--- src/rtl/ps2_kbd_ctrl.sv ---
// PS/2 set-2 keyboard sequencer: scan-code bytes in, ASCII characters out through a small FIFO
// that backs the LC3 KBSR/KBDR device registers.
module ps2_kbd_ctrl #(
  parameter int unsigned FIFO_DEPTH     = 4,
  parameter int unsigned PREFIX_TIMEOUT = 50000
) (
  input  logic       clk,
  input  logic       rst_n,
  input  logic       frame_vld,
  input  logic [7:0] frame_data,
  input  logic       frame_err,
  input  logic       kbd_rd,
  output logic       kbd_rdy,
  output logic [7:0] kbd_data,
  output logic       kbd_ovf,
  output logic [7:0] err_cnt
);

  localparam int unsigned PTR_W = (FIFO_DEPTH > 1) ? $clog2(FIFO_DEPTH) : 1;
  localparam int unsigned CNT_W = PTR_W + 1;
  localparam int unsigned TMO_W = $clog2(PREFIX_TIMEOUT + 1);

  typedef enum logic [2:0] {
    ST_IDLE    = 3'd0,
    ST_EXT     = 3'd1,
    ST_BRK     = 3'd2,
    ST_EXT_BRK = 3'd3,
    ST_EMIT    = 3'd4
  } state_e;

  state_e             state_q, state_d;
  logic [7:0]         make_q, make_d;
  logic [TMO_W-1:0]   tmo_q, tmo_d;
  logic               shift_q, shift_d;
  logic               caps_q, caps_d;
  logic [7:0]         err_q, err_d;
  logic               push;
  logic [7:0]         push_char;

  logic [7:0]         mem_q [FIFO_DEPTH];
  logic [7:0]         mem_d [FIFO_DEPTH];
  logic [PTR_W-1:0]   wr_q, wr_d, rd_q, rd_d;
  logic [CNT_W-1:0]   cnt_q, cnt_d;
  logic               ovf_q, ovf_d;
  logic               rdy_q, rdy_d;
  logic [7:0]         data_q, data_d;

  logic               frame_ok;
  logic               tmo_hit;
  logic [8:0]         xl;

  // US set-2 make code to ASCII; bit 8 flags a printable/pushable result
  function automatic logic [8:0] xlate(input logic [7:0] code, input logic shift,
                                       input logic caps);
    logic [7:0] lc;
    logic       letter;
    logic       vld;
    logic [7:0] ch;
    lc     = 8'h00;
    letter = 1'b0;
    vld    = 1'b1;
    ch     = 8'h00;
    case (code)
      8'h1C: begin lc = 8'h61; letter = 1'b1; end
      8'h32: begin lc = 8'h62; letter = 1'b1; end
      8'h21: begin lc = 8'h63; letter = 1'b1; end
      8'h23: begin lc = 8'h64; letter = 1'b1; end
      8'h24: begin lc = 8'h65; letter = 1'b1; end
      8'h2B: begin lc = 8'h66; letter = 1'b1; end
      8'h34: begin lc = 8'h67; letter = 1'b1; end
      8'h33: begin lc = 8'h68; letter = 1'b1; end
      8'h43: begin lc = 8'h69; letter = 1'b1; end
      8'h3B: begin lc = 8'h6A; letter = 1'b1; end
      8'h42: begin lc = 8'h6B; letter = 1'b1; end
      8'h4B: begin lc = 8'h6C; letter = 1'b1; end
      8'h3A: begin lc = 8'h6D; letter = 1'b1; end
      8'h31: begin lc = 8'h6E; letter = 1'b1; end
      8'h44: begin lc = 8'h6F; letter = 1'b1; end
      8'h4D: begin lc = 8'h70; letter = 1'b1; end
      8'h15: begin lc = 8'h71; letter = 1'b1; end
      8'h2D: begin lc = 8'h72; letter = 1'b1; end
      8'h1B: begin lc = 8'h73; letter = 1'b1; end
      8'h2C: begin lc = 8'h74; letter = 1'b1; end
      8'h3C: begin lc = 8'h75; letter = 1'b1; end
      8'h2A: begin lc = 8'h76; letter = 1'b1; end
      8'h1D: begin lc = 8'h77; letter = 1'b1; end
      8'h22: begin lc = 8'h78; letter = 1'b1; end
      8'h35: begin lc = 8'h79; letter = 1'b1; end
      8'h1A: begin lc = 8'h7A; letter = 1'b1; end
      8'h45: ch = shift ? 8'h29 : 8'h30;
      8'h16: ch = shift ? 8'h21 : 8'h31;
      8'h1E: ch = shift ? 8'h40 : 8'h32;
      8'h26: ch = shift ? 8'h23 : 8'h33;
      8'h25: ch = shift ? 8'h24 : 8'h34;
      8'h2E: ch = shift ? 8'h25 : 8'h35;
      8'h36: ch = shift ? 8'h5E : 8'h36;
      8'h3D: ch = shift ? 8'h26 : 8'h37;
      8'h3E: ch = shift ? 8'h2A : 8'h38;
      8'h46: ch = shift ? 8'h28 : 8'h39;
      8'h29: ch = 8'h20;
      8'h5A: ch = 8'h0A;
      8'h66: ch = 8'h08;
      8'h76: ch = 8'h1B;
      default: vld = 1'b0;
    endcase
    if (letter) ch = (shift ^ caps) ? (lc - 8'h20) : lc;
    return {vld, ch};
  endfunction

  assign frame_ok = frame_vld & ~frame_err;
  assign tmo_hit  = (tmo_q == TMO_W'(PREFIX_TIMEOUT - 1));
  assign xl       = xlate(make_q, shift_q, caps_q);

  // Prefix decoding, modifier tracking, error counting and character emission
  always_comb begin
    state_d   = state_q;
    make_d    = make_q;
    tmo_d     = tmo_q;
    shift_d   = shift_q;
    caps_d    = caps_q;
    err_d     = err_q;
    push      = 1'b0;
    push_char = 8'h00;
    case (state_q)
      ST_IDLE: begin
        if (frame_ok) begin
          tmo_d = '0;
          if (frame_data == 8'hE0)      state_d = ST_EXT;
          else if (frame_data == 8'hF0) state_d = ST_BRK;
          else begin
            make_d  = frame_data;
            state_d = ST_EMIT;
          end
        end
      end
      ST_EXT: begin
        if (frame_ok) begin
          tmo_d   = '0;
          state_d = (frame_data == 8'hF0) ? ST_EXT_BRK : ST_IDLE;
        end else if (tmo_hit) begin
          state_d = ST_IDLE;
        end else begin
          tmo_d = tmo_q + TMO_W'(1);
        end
      end
      ST_EXT_BRK: begin
        if (frame_ok || tmo_hit) state_d = ST_IDLE;
        else                     tmo_d   = tmo_q + TMO_W'(1);
      end
      ST_BRK: begin
        if (frame_ok) begin
          if (frame_data == 8'h12 || frame_data == 8'h59) shift_d = 1'b0;
          state_d = ST_IDLE;
        end else if (tmo_hit) begin
          state_d = ST_IDLE;
        end else begin
          tmo_d = tmo_q + TMO_W'(1);
        end
      end
      ST_EMIT: begin
        if (make_q == 8'h12 || make_q == 8'h59) shift_d = 1'b1;
        if (make_q == 8'h58)                    caps_d  = ~caps_q;
        push      = xl[8];
        push_char = xl[7:0];
        state_d   = ST_IDLE;
      end
      default: state_d = ST_IDLE;
    endcase
    // A bad frame aborts any prefix in progress; EMIT finishes on its own
    if (frame_vld && frame_err) begin
      if (err_q != 8'hFF) err_d = err_q + 8'd1;
      if (state_q != ST_EMIT) state_d = ST_IDLE;
    end
  end

  // FIFO pointer/count update and registered head presentation
  always_comb begin
    logic pop;
    logic full;
    mem_d  = mem_q;
    wr_d   = wr_q;
    rd_d   = rd_q;
    cnt_d  = cnt_q;
    ovf_d  = ovf_q;
    pop    = kbd_rd && (cnt_q != '0);
    full   = (cnt_q == CNT_W'(FIFO_DEPTH));
    if (pop) begin
      rd_d  = rd_q + PTR_W'(1);
      cnt_d = cnt_d - CNT_W'(1);
    end
    if (push) begin
      if (!full || pop) begin
        mem_d[wr_q] = push_char;
        wr_d        = wr_q + PTR_W'(1);
        cnt_d       = cnt_d + CNT_W'(1);
      end else begin
        ovf_d = 1'b1;
      end
    end
    rdy_d  = (cnt_d != '0);
    data_d = (cnt_d != '0) ? mem_d[rd_d] : 8'h00;
  end

  // State registers, synchronous active-low reset
  always_ff @(posedge clk) begin
    if (!rst_n) begin
      state_q <= ST_IDLE;
      make_q  <= 8'h00;
      tmo_q   <= '0;
      shift_q <= 1'b0;
      caps_q  <= 1'b0;
      err_q   <= 8'h00;
      for (int i = 0; i < FIFO_DEPTH; i++) mem_q[i] <= 8'h00;
      wr_q    <= '0;
      rd_q    <= '0;
      cnt_q   <= '0;
      ovf_q   <= 1'b0;
      rdy_q   <= 1'b0;
      data_q  <= 8'h00;
    end else begin
      state_q <= state_d;
      make_q  <= make_d;
      tmo_q   <= tmo_d;
      shift_q <= shift_d;
      caps_q  <= caps_d;
      err_q   <= err_d;
      mem_q   <= mem_d;
      wr_q    <= wr_d;
      rd_q    <= rd_d;
      cnt_q   <= cnt_d;
      ovf_q   <= ovf_d;
      rdy_q   <= rdy_d;
      data_q  <= data_d;
    end
  end

  assign kbd_rdy  = rdy_q;
  assign kbd_data = data_q;
  assign kbd_ovf  = ovf_q;
  assign err_cnt  = err_q;

endmodule

--- config.mk ---
export PLATFORM = sky130hd
export DESIGN_NAME = ps2_kbd_ctrl
export DESIGN_NICKNAME = d
export VERILOG_FILES = /design/src/rtl/ps2_kbd_ctrl.sv
export SDC_FILE = /design/constraint.sdc
export NUM_CORES = 1
export LEC_CHECK = 0
export CORE_ASPECT_RATIO = 0.75
export CORE_UTILIZATION = 61
export DETAILED_ROUTE_END_ITERATION = 10
export PLACE_DENSITY = 0.92
export RECOVER_POWER = 50
export SYNTH_ARGS = -nofsm -noshare
export SYNTH_HDL_FRONTEND = slang
export SYNTH_SLANG_ARGS = --single-unit
--- constraint.sdc ---
create_clock -name clk -period 4.7 [get_ports clk]
set_input_delay 0.94 -clock clk [delete_from_list [all_inputs] [get_ports clk]]
set_output_delay 0.94 -clock clk [all_outputs]
set_load 0.01 [all_outputs]
== Word level (Yosys, flattened, before mapping) ==
Cells that the tools add are included.

* Register bits: 86
* Input port bits: 13
* Output and inout port bits: 18

* Add/subtract/negate cells: 7
* Order comparisons: 3
* Equal/unequal tests: 61
* Mux-type cells: 51
* Bitwise gates (word level): 9
* Reduce and logical (&&, ||, !) cells: 23

{| class="wikitable"
|+ Operator list
! operator !! number
|-
| == test 8 x 6 -> 1 bit, second input constant || 23
|-
| one-hot mux 7 bit (26 select lines) || 1
|-
| == test 8 x 7 -> 1 bit, second input constant || 13
|-
| one-hot mux 7 bit (14 select lines) || 1
|-
| 2-to-1 mux 16 bit || 5
|-
| == test 8 x 5 -> 1 bit, second input constant || 9
|-
| 2-to-1 mux 32 bit || 2
|-
| one-hot mux 16 bit (4 select lines) || 1
|-
| 2-to-1 mux 8 bit || 6
|-
| 2-to-1 mux 5 bit || 8
|-
| OR reduction 40 bit || 1
|-
| 2-to-1 mux 3 bit || 12
|-
| bitwise mux 32 bit || 1
|-
| OR reduction 26 bit || 1
|-
| adder 16 x 1 -> 16 bit, second input constant || 1
|-
| binary-select mux 8 bit (select 2 bit) || 1
|-
| demux 8 bit (select 2 bit) || 1
|-
| == test 16 bit, second input constant || 1
|-
| == test 8 bit, second input constant || 2
|-
| 2-to-1 mux 7 bit || 2
|-
| inequality test 2 bit, second input constant || 6
|-
| one-hot mux 3 bit (4 select lines) || 1
|-
| AND reduction 4 bit || 3
|-
| AND reduction 2 bit || 5
|-
| other kinds (26) || 47
|}

== Longest topological paths before layout ==
Gate-level depths: netlist of run 1.

* Word-level depth: 12
* Gate-level depth with buffers: 17

== Worst setup path after synthesis of run 1 ==
OpenSTA, ideal clock, no wires.

* Kind: input port to flip-flop
* Start point: input port kbd_rd
* End point: register data_q[4] (netlist: kbd_data[4])
* Setup time: 88 ps
* Arrival time: 3,406 ps
* Required time: 4,612 ps
* Setup slack: 1,206 ps
* Stages: 12
* Path buffers: 2
* Cells stage by stage: a21boi_0 -> clkbuf_1 -> clkbuf_1 -> xnor2_1 -> ha_1 -> xnor2_1 -> a31oi_1 -> a311o_1 -> nand2_1 -> mux2_4 -> a311o_1 -> o32ai_2

* Cells in the longest elaborated chain, start to end: 7
* Elaborated cells between the ends (all ways): 15

{| class="wikitable"
|+ RTL lines
! element !! RTL line !! RTL
|-
| from (decl) || 12 || <nowiki>input logic kbd_rd,</nowiki>
|-
| logical AND 1 bit (*) || 185 || <nowiki>pop = kbd_rd && (cnt_q != '0);</nowiki>
|-
| 2-to-1 mux 3 bit / logical OR 1 bit (equally long branches) || 187, 192 ||
|-
| adder 3 x 1 -> 3 bit / 2-to-1 mux 32 bit (equally long branches) || 195, 192 ||
|-
| 2-to-1 mux 3 bit / 2-to-1 mux 32 bit (equally long branches) || 192, 191 ||
|-
| 2-to-1 mux 3 bit / binary-select mux 8 bit (select 2 bit) (equally long branches) || 191, 201 ||
|-
| nonzero test 3 bit / 2-to-1 mux 8 bit (equally long branches) || 201 || <nowiki>data_d = (cnt_d != '0) ? mem_d[rd_d] : 8'h00;</nowiki>
|-
| AND reduction 2 bit (no line) / 2-to-1 mux 8 bit (equally long branches) || - ||
|-
| to (signal assigned) || 233 || <nowiki>data_q <= data_d;</nowiki>
|-
| to (decl) || 46 || <nowiki>logic [7:0] data_q, data_d;</nowiki>
|}

Mark *: on every way between the ends. The rest lies on a longest branch, timed or not. The select of a mux whose other input is x is not followed.
A chain may end at the register's enable or synchronous reset.

== Worst setup path in the final report of run 1 ==
* Start point: register make_q[6]
* End point: register data_q[5] (netlist: kbd_data[5])

* Cells in the longest elaborated chain, start to end: 12
* Elaborated cells between the ends (all ways): 60

{| class="wikitable"
|+ RTL lines
! element !! RTL line !! RTL
|-
| from (decl) || 32 || <nowiki>logic [7:0] make_q, make_d;</nowiki>
|-
| from (signal assigned) || 222 || <nowiki>make_q <= make_d;</nowiki>
|-
| == test 8 x 5 -> 1 bit (tied with other cells) || 63 || <nowiki>case (code)</nowiki>
|-
| one-hot mux 7 bit (26 select lines) || 63 ||
|-
| subtractor 8 x 6 -> 8 bit || 106 || <nowiki>if (letter) ch = (shift ^ caps) ? (lc - 8'h20) : lc;</nowiki>
|-
| 2-to-1 mux 8 bit (2 in a row) || 106 ||
|-
| 2-to-1 mux 8 bit || 124 || <nowiki>case (state_q)</nowiki>
|-
| bitwise mux 32 bit || 193 || <nowiki>mem_d[wr_q] = push_char;</nowiki>
|-
| 2-to-1 mux 32 bit || 192 || <nowiki>if (!full || pop) begin</nowiki>
|-
| 2-to-1 mux 32 bit || 191 || <nowiki>if (push) begin</nowiki>
|-
| binary-select mux 8 bit (select 2 bit) || 201 ||
|-
| 2-to-1 mux 8 bit (not written as such) (2 in a row) || 201 ||
|}

Several ways; a longest one is shown, not always the timed one. The select of a mux whose other input is x is not followed.

==> results.sh, run 1 <==
export IMPL_status="complete, but fails checks"
export IMPL_violations="max-capacitance violations, max-slew violations"
export IMPL_ir_drop_v=0.000195
export IMPL_final_layout_size_suffix_gt1_frac=0.0728
export IMPL_ys_warn_count=0
export IMPL_timing_critical_path_slowest_stage_cell="dfxtp_1"
export IMPL_setup_viol=0
export IMPL_slew_violations=66
export IMPL_grt_pass1_vias=5326
export IMPL_required_ps=4960
export IMPL_die_h_um=86.0
export IMPL_ys_ff_latch=86
export IMPL_crit_chain="or4b_4 > o31ai_4 > o32ai_1 > and2_4 > nand2_1 > inv_1 > ha_1 > o21ai_0 > a21boi_0 > a2111oi_0 > nor2_1 > o22ai_1"
export IMPL_n_antenna_cell=0
export IMPL_drt_vias_per_instance=6.67
export IMPL_drt_iter0_markers=761
export IMPL_nets=762
export IMPL_final_hold_viol_count=0
export IMPL_rows=30
export IMPL_syn_to_final_growth_pct=10.3
export IMPL_clk_latency_ps=340
export IMPL_grt_pass1_wl_mm=25.7
export IMPL_clkPwrFrac=0.321
export IMPL_cts_resized=0
export IMPL_syn_avg_cell_area_sq_um=7.76
export IMPL_synth_cells=739
export IMPL_cts_root_buf="clkbuf_16"
export IMPL_antenna_found_initial=0
export IMPL_grt_usage=0.329
export IMPL_syn_nets=763
export IMPL_worstHoldEndpoint="mem_q[16]"
export IMPL_relSlewSlack=-0.398
export IMPL_rsz0062_at_grt="no"
export IMPL_routabilityCongestion=0.985
export IMPL_max_stage_delay_ps=920
export IMPL_syn_area_sq_um=5740
export IMPL_cts_buffers=9
export IMPL_cp_end_kind="register"
export IMPL_holdBufCountCts=0
export IMPL_fmax_mhz=250
export IMPL_io_pins=31
export IMPL_postRouteAntennaNets=0
export IMPL_hold_start="mem_q[16]"
export IMPL_start_util=0.631
export IMPL_worst_path_buf_inv=1
export IMPL_yosysUniqueCellTypes=89
export IMPL_finalSetupTns_ps=0
export IMPL_dr_pass1_iters=7
export IMPL_post_cts_setup_buffers=0
export IMPL_num_vias=5807
export IMPL_switching_share=0.338
export IMPL_cts_sinks=86
export IMPL_r2r_cells=12
export IMPL_cts_tree="built"
export IMPL_final_area_sq_um=6320
export IMPL_wirelength_mm=15.7
export IMPL_power_w=0.00223
export IMPL_leakage_nw=2.19
export IMPL_synth_ff_type="dfxtp_1"
export IMPL_placed_area_sq_um=6020
export IMPL_grt_max_degree=66
export IMPL_io_buffer_count=30
export IMPL_p_seq_frac=0.368
export IMPL_core_sq_um=9080
export IMPL_p_comb_frac=0.310
export IMPL_timing_final_crit_period_ps=4000
export IMPL_hp_class="reg -> reg"
export IMPL_clkTransAtPathRegs_ps=60
export IMPL_reg2reg_from="make_q[6]"
export IMPL_cts_max_level=3
export IMPL_die_area_sq_um=9800
export IMPL_wl_per_cell_um=18.1
export IMPL_stdcell_count=870
export IMPL_cp_start_kind="register"
export IMPL_async_flop_share=0
export IMPL_drcViolationCount=0
export IMPL_criticalPathCategory="reg -> reg"
export IMPL_r2r_end="kbd_data[5]"
export IMPL_synth_edff_count=0
export IMPL_p_per_area_nw_per_um2=353
export IMPL_arrival_ps=4260
export IMPL_timing_critical_path_max_delay_family="compound AO/OA/AOI/OAI gates"
export IMPL_dp_final_hpwl_mm=11.1
export IMPL_synth_seq_area_share=0.300
export IMPL_cp_startpoint="make_q[6]"
export IMPL_holdPathStages=2
export IMPL_crit_fanout=28
export IMPL_die_w_um=114
export IMPL_ctsLongestPathBuffers=2
export IMPL_r2r_slack_ps=700
export IMPL_switching_power_w=0.000755
export IMPL_clock_skew_ps=7.57
export IMPL_drv_cap=1
export IMPL_internal_power_w=0.00148
export IMPL_placedCellCount=855
export IMPL_overflow=0
export IMPL_min_period_over_period=0.851
export IMPL_worstMarginPinSlew_ps=2090
how the worst max path moves through the flow:
stage | slack, ps | depth (start not counted) | endpoint
4_1_cts | 860 | 12 | kbd_data[5]
3_5_place_dp | 890 | 12 | kbd_data[5]
2_1_floorplan | 1210 | 12 | kbd_data[4]
3_3_place_gp | 990 | 12 | kbd_data[5]
5_1_grt | 460 | 12 | kbd_data[5]
6_report | 700 | 12 | kbd_data[5]
cells in the mapped netlist, drive strengths merged (6+ instances only):
cell	number	area share
buf	19	0.020
a31oi	13	0.022
a21oi	41	0.036
o31ai	12	0.027
o22ai	9	0.0098
a32oi	8	0.012
dfxtp	86	0.30
nand3	18	0.016
nor2b	8	0.0087
nand2b	10	0.011
xor2	9	0.014
clkbuf	31	0.020
nand4	10	0.011
nand2	85	0.056
or3	14	0.015
mux2i	19	0.033
and2	15	0.017
nor3	37	0.033
inv	18	0.012
nor2	99	0.065
nand3b	7	0.0092
a2111oi	8	0.015
a22oi	7	0.0092
ha	11	0.024
o211ai	6	0.0079
a211oi	6	0.0079
o21ai	34	0.030
xnor2	7	0.011
power by group through the flow:
stage	registers [W]	logic (W)	clock network [W]
after floorplan	0.000815	0.000508	0
after global placement	0.000835	0.000653	0
after detailed placement	0.000836	0.000677	0
after CTS	0.000821	0.000680	0.000720
after global routing	0.000828	0.000750	0.000754
final	0.000822	0.000693	0.000717
stage by stage:
stage	setup slack (ps)	utilization	hold WS, ps
final	700	0.696	477
after global routing	465	0.696	490
after CTS	861	0.696	461
after detailed placement	893	0.663	452
after global placement	988	0.663	441
after floorplan	1210	-	432
cells in the final DEF (no fill, tap or decap), types with 10 or more instances in the layout:
master	synthesis	routed
a21oi_1	41	41
and2_1	14	13
dfxtp_1	86	86
dlygate4sd3_1	0	21
ha_1	11	11
inv_1	17	17
mux2i_1	19	19
nand2_1	85	85
nand2b_1	10	10
nand3_1	18	18
nand4_1	10	10
nor2_1	99	99
nor3_1	36	36
o21ai_0	33	32
or3_1	14	14
cell type report:
cell class                 instances  area [sq um]
clock buffer                      12           256
tap                              128           160
fill                             720          2760
clock inverter                     3          43.8
sequential                        86          1720
inverter                          20          75.1
timing repair buffer              38           360
multi-input combinational        583          3710
worst reg2reg max path: stages, from the launching register on:
cell       delay (ps)
dfxtp_1           920
or4b_4            610
o31ai_4           250
o32ai_1           140
and2_4            230
nand2_1           170
inv_1             160
ha_1              300
o21ai_0            90
a21boi_0          210
a2111oi_0         540
nor2_1            140
o22ai_1           160
sequential cells by signal (all words and copies together) (netlist names):
name	cells
mem_q	32
tmo_q	16
err_cnt	8
kbd_data	8
make_q	8
cnt_q	3
state_q	3
rd_q	2
wr_q	2
caps_q	1
kbd_ovf	1
kbd_rdy	1
shift_q	1
routing by layer:
metal / up-vias / global-route usage / share of wire
li1: 2716 / - / -
met1: 2684 / 0.428 / 0.43
met2: 350 / 0.517 / 0.45
met3: 57 / 0.0905 / 0.097
met4: 0 / 0.133 / 0.028
met5: - / 0 / 0
kinds of logic after synthesis:
family	after synthesis	share of synthesized area
AOI/OAI and AO/OA	189	0.251
muxes	21	0.0397
xor gates and xnor gates	16	0.0244
adders and majority gates	11	0.0240
DFF	86	0.300
buffers and inverters	70	0.0534
and+or+nand+nor	346	0.307
Note: power is estimated with default switching activity, not from simulation.
==> inputs of run 2 (changes only) <==
CORE_ASPECT_RATIO = 1.2   (was 0.75)
==> results.sh, run 2 (synthesized netlist as in run 1, its figures left out) <==
export IMPL_worstMarginPinSlew_ps=2080
export IMPL_slew_violations=66
export IMPL_rsz0062_at_grt="no"
export IMPL_io_pins=31
export IMPL_grt_max_degree=66
export IMPL_wl_per_cell_um=18.3
export IMPL_final_hold_viol_count=0
export IMPL_core_sq_um=9080
export IMPL_routabilityCongestion=1.01
export IMPL_dr_pass1_iters=5
export IMPL_cp_start_kind="register"
export IMPL_postRouteAntennaNets=0
export IMPL_timing_final_crit_period_ps=3980
export IMPL_cts_root_buf="clkbuf_8"
export IMPL_die_w_um=90.5
export IMPL_required_ps=5000
export IMPL_ir_drop_v=0.000234
export IMPL_finalSetupTns_ps=0
export IMPL_fin_util=0.685
export IMPL_grt_pass1_vias=5510
export IMPL_setup_viol=0
export IMPL_arrival_ps=4280
export IMPL_n_antenna_cell=0
export IMPL_final_common_cell="nor2_1"
export IMPL_relSlewSlack=-0.389
export IMPL_final_layout_size_suffix_gt1_frac=0.0753
export IMPL_dp_final_hpwl_mm=11.2
export IMPL_grt_usage=0.320
export IMPL_clkTransAtPathRegs_ps=100
export IMPL_clock_skew_ps=17.4
export IMPL_layout_top_registers="mem_q: 32 flops, tmo_q: 16 flops"
export IMPL_overflow=0
export IMPL_top_register="mem_q"
export IMPL_internal_power_w=0.00130
export IMPL_ctsLongestPathBuffers=2
export IMPL_min_period_over_period=0.846
export IMPL_p_comb_frac=0.341
export IMPL_grt_pass1_wl_mm=25.5
export IMPL_switching_power_w=0.000737
export IMPL_holdBufCountCts=0
export IMPL_p_per_area_nw_per_um2=327
export IMPL_die_area_sq_um=9800
export IMPL_cts_sinks=86
export IMPL_cts_max_level=3
export IMPL_die_h_um=108
export IMPL_drcViolationCount=0
export IMPL_leakage_nw=2.14
export IMPL_final_cell_mix="nor2_1 (99), dfxtp_1 (86), nand2_1 (85), a21oi_1 (41), nor3_1 (36)"
export IMPL_violations="max-capacitance violations, max-slew violations"
export IMPL_start_util=0.632
export IMPL_num_vias=5913
export IMPL_io_buffer_count=30
export IMPL_rows=38
export IMPL_drt_iter0_markers=589
export IMPL_wirelength_mm=15.8
export IMPL_cts_buffers=9
export IMPL_clk_latency_ps=370
export IMPL_nets=763
export IMPL_switching_share=0.362
export IMPL_crit_fanout=17
export IMPL_cp_end_kind="register"
export IMPL_post_cts_setup_buffers=0
export IMPL_fmax_mhz=251
export IMPL_criticalPathCategory="reg -> reg"
export IMPL_status="complete, but fails checks"
export IMPL_largest_reg_flops=32
export IMPL_cts_resized=0
export IMPL_p_seq_frac=0.403
export IMPL_antenna_found_initial=0
export IMPL_clkPwrFrac=0.257
export IMPL_syn_to_final_growth_pct=8.49
export IMPL_hp_class="reg -> reg"
export IMPL_drt_vias_per_instance=6.84
export IMPL_cts_tree="built"
export IMPL_drv_cap=1
export IMPL_hold_ws_ps=477
run 2: routing by layer:
metal,vias up,routed length [um],global-route usage
met5,-,0,0
met3,83,1250,0.0520
met4,0,831,0.213
met1,2743,5990,0.365
li1,2721,-,-
met2,366,7710,0.555
run 2: metrics by stage:
stage               area, sq um  total power, W  std cells  setup WS, ps
finish                     6220         0.00204        864           722
global placement           6020         0.00148        848          1090
global route               6220         0.00213        864           305
CTS                        6220         0.00203        864           864
detailed placement         6020         0.00151        848           877
floorplan                  5740         0.00132        739          1210
run 2: layout make-up:
type,count,area [sq um]
flip-flops and latches,86,1720
clock buffers,11,141
fillers,717,2860
repair buffers,39,368
clock inverters,5,58.8
multi-input cells,583,3710
well taps,120,150
inverters,20,75.1
run 2: worst paths after layout:
kind	from	to	slack, ps	depth (start not counted)
max	make_q[3]	kbd_data[5]	720	12
min	mem_q[27]	mem_q[27]	480	2
max reg2reg	make_q[3]	kbd_data[5]	720	12
min reg2reg	mem_q[27]	mem_q[27]	480	2
run 2: worst max-delay path, stage by stage, from the launching register on:
cell,delay (ps)
dfxtp_1,700
nand3b_1,340
a2111oi_0,620
o32ai_1,240
and2_4,240
nand2_1,180
inv_1,160
ha_1,300
o21ai_0,100
a21boi_0,240
a2111oi_0,520
a31oi_1,110
o22ai_1,170
run 2: power groups by stage:
| stage | combinational (W) | clock [W] | sequential (W) |
|---|---|---|---|
| after floorplan | 0.000508 | 0 | 0.000815 |
| after global placement | 0.000647 | 0 | 0.000834 |
| after detailed placement | 0.000676 | 0 | 0.000836 |
| after CTS | 0.000680 | 0.000527 | 0.000818 |
| after global routing | 0.000749 | 0.000552 | 0.000825 |
| final | 0.000694 | 0.000523 | 0.000820 |
==> inputs of run 3 (changes only) <==
clock period = 3.8 ns   (was 4.7 ns; I/O delays follow)
==> results.sh, run 3 (synthesized netlist as in run 1, its figures left out) <==
export IMPL_status="completed"
export IMPL_clkTransAtPathRegs_ps=90
export IMPL_largest_reg_flops=32
export IMPL_fill_cells=719
export IMPL_clock_skew_ps=14.6
export IMPL_finalSetupTns_ps=0
export IMPL_cts_root_buf="clkbuf_8"
export IMPL_drt_vias_per_instance=6.67
export IMPL_final_common_cell="nor2_1"
export IMPL_cts_sinks=86
export IMPL_clk_latency_ps=380
export IMPL_overflow=0
export IMPL_top_register="mem_q"
export IMPL_required_ps=4130
export IMPL_final_cell_mix="nor2_1 (99), dfxtp_1 (86), nand2_1 (85), a21oi_1 (41), nor3_1 (36)"
export IMPL_core_sq_um=9080
export IMPL_cp_end_kind="register"
export IMPL_criticalPathCategory="reg -> reg"
export IMPL_multiInputGateArea_sq_um=3710
export IMPL_setup_viol=0
export IMPL_drcViolationCount=0
export IMPL_timing_final_crit_period_ps=3600
export IMPL_num_vias=5893
export IMPL_final_hold_viol_count=0
export IMPL_cts_buffers=9
export IMPL_n_antenna_cell=0
export IMPL_grt_usage=0.334
export IMPL_dp_final_hpwl_mm=11.9
export IMPL_dr_pass1_iters=5
export IMPL_layout_top_registers="mem_q: 32 flops, tmo_q: 16 flops"
export IMPL_io_buffer_count=30
export IMPL_start_util=0.632
export IMPL_antenna_found_initial=0
export IMPL_final_layout_size_suffix_gt1_frac=0.0955
export IMPL_routabilityCongestion=0.953
export IMPL_io_pins=31
export IMPL_ctsLongestPathBuffers=2
export IMPL_die_w_um=90.5
export IMPL_worstMarginPinSlew_ps=1340
export IMPL_crit_fanout=20
export IMPL_cts_max_level=3
export IMPL_grt_max_degree=32
export IMPL_nets=783
export IMPL_relSlewSlack=0.105
export IMPL_syn_to_final_growth_pct=11.2
export IMPL_seq_area_sq_um=1720
export IMPL_p_per_area_nw_per_um2=407
export IMPL_leakage_nw=2.23
export IMPL_hp_class="reg -> reg"
export IMPL_cts_tree="built"
export IMPL_fmax_mhz=278
export IMPL_wirelength_mm=16.3
export IMPL_drt_iter0_markers=708
export IMPL_grt_pass1_wl_mm=26.6
export IMPL_power_w=0.00259
export IMPL_cp_start_kind="register"
export IMPL_grt_pass1_vias=5668
export IMPL_die_h_um=108
export IMPL_postRouteAntennaNets=0
export IMPL_rows=38
export IMPL_slew_violations=0
export IMPL_min_period_over_period=0.947
export IMPL_wl_per_cell_um=18.4
export IMPL_drv_cap=0
export IMPL_arrival_ps=3930
export IMPL_die_area_sq_um=9800
export IMPL_ir_drop_v=0.000234
## run 3: cell types whose count changed in the layout (fill, tap and decap cells not counted), moves of 2 or more
cell       change
inv_6          +2
a2111oi_1      +3
clkbuf_1       +3
buf_4         +16
a2111oi_0      -3
## run 3: worst paths after layout
check / start / to / slack (ps) / depth (start not counted)
min reg2reg: mem_q[27] / mem_q[27] / 470 / 2
max: make_q[5] / kbd_data[0] / 200 / 8
min: mem_q[27] / mem_q[27] / 470 / 2
max reg2reg: make_q[5] / kbd_data[0] / 200 / 8
## run 3: report_power, final
| part | leakage [nW] | switching [W] | total [W] | internal [W] |
|---|---|---|---|---|
| Sequential | 0.695 | 0.0000599 | 0.00101 | 0.000951 |
| Clock | 0.107 | 0.000350 | 0.000695 | 0.000345 |
| Combinational | 1.43 | 0.000544 | 0.000888 | 0.000345 |
## run 3: area by class of cell
cell class,count,area share
tap,120,0.0235
timing repair buffer,59,0.0789
sequential,86,0.270
inverter,20,0.0118
multi-input combinational,583,0.582
clock inverter,5,0.0100
clock buffer,11,0.0237
## run 3: through the flow
stage	setup slack, ps	cell area (sq um)	hold slack (ps)	util	instances
floorplan	486	5740	432	-	739
global placement	394	6170	440	0.680	868
detailed placement	248	6170	452	0.680	868
CTS	232	6390	470	0.703	884
global route	-12.8	6380	501	0.702	884
finish	202	6380	472	0.702	884
## run 3: metal layers
layer | vias up | share of wire | global-route usage
met3 | 83 | 0.075 | 0.0619
met2 | 326 | 0.48 | 0.580
li1 | 2761 | - | -
met1 | 2723 | 0.39 | 0.383
met5 | - | 0 | 0
met4 | 0 | 0.050 | 0.205
## run 3: what timing repair did
action / CTS / global route
hold buffers: 0 / 0
endpoints found under the hold margin: 0 / 0
resized for setup: 0 / 4
setup buffers: 0 / 0
setup endpoints to repair: 0 / 1
## run 3: critical path, stage by stage (launching register included)
cell and delay (ps):
dfxtp_1 700, or3b_1 520, o311ai_2 1020, nor3_1 190
buf_4 210, nor3_1 260, a2111oi_0 130, o31ai_1 310
o2111a_1 220
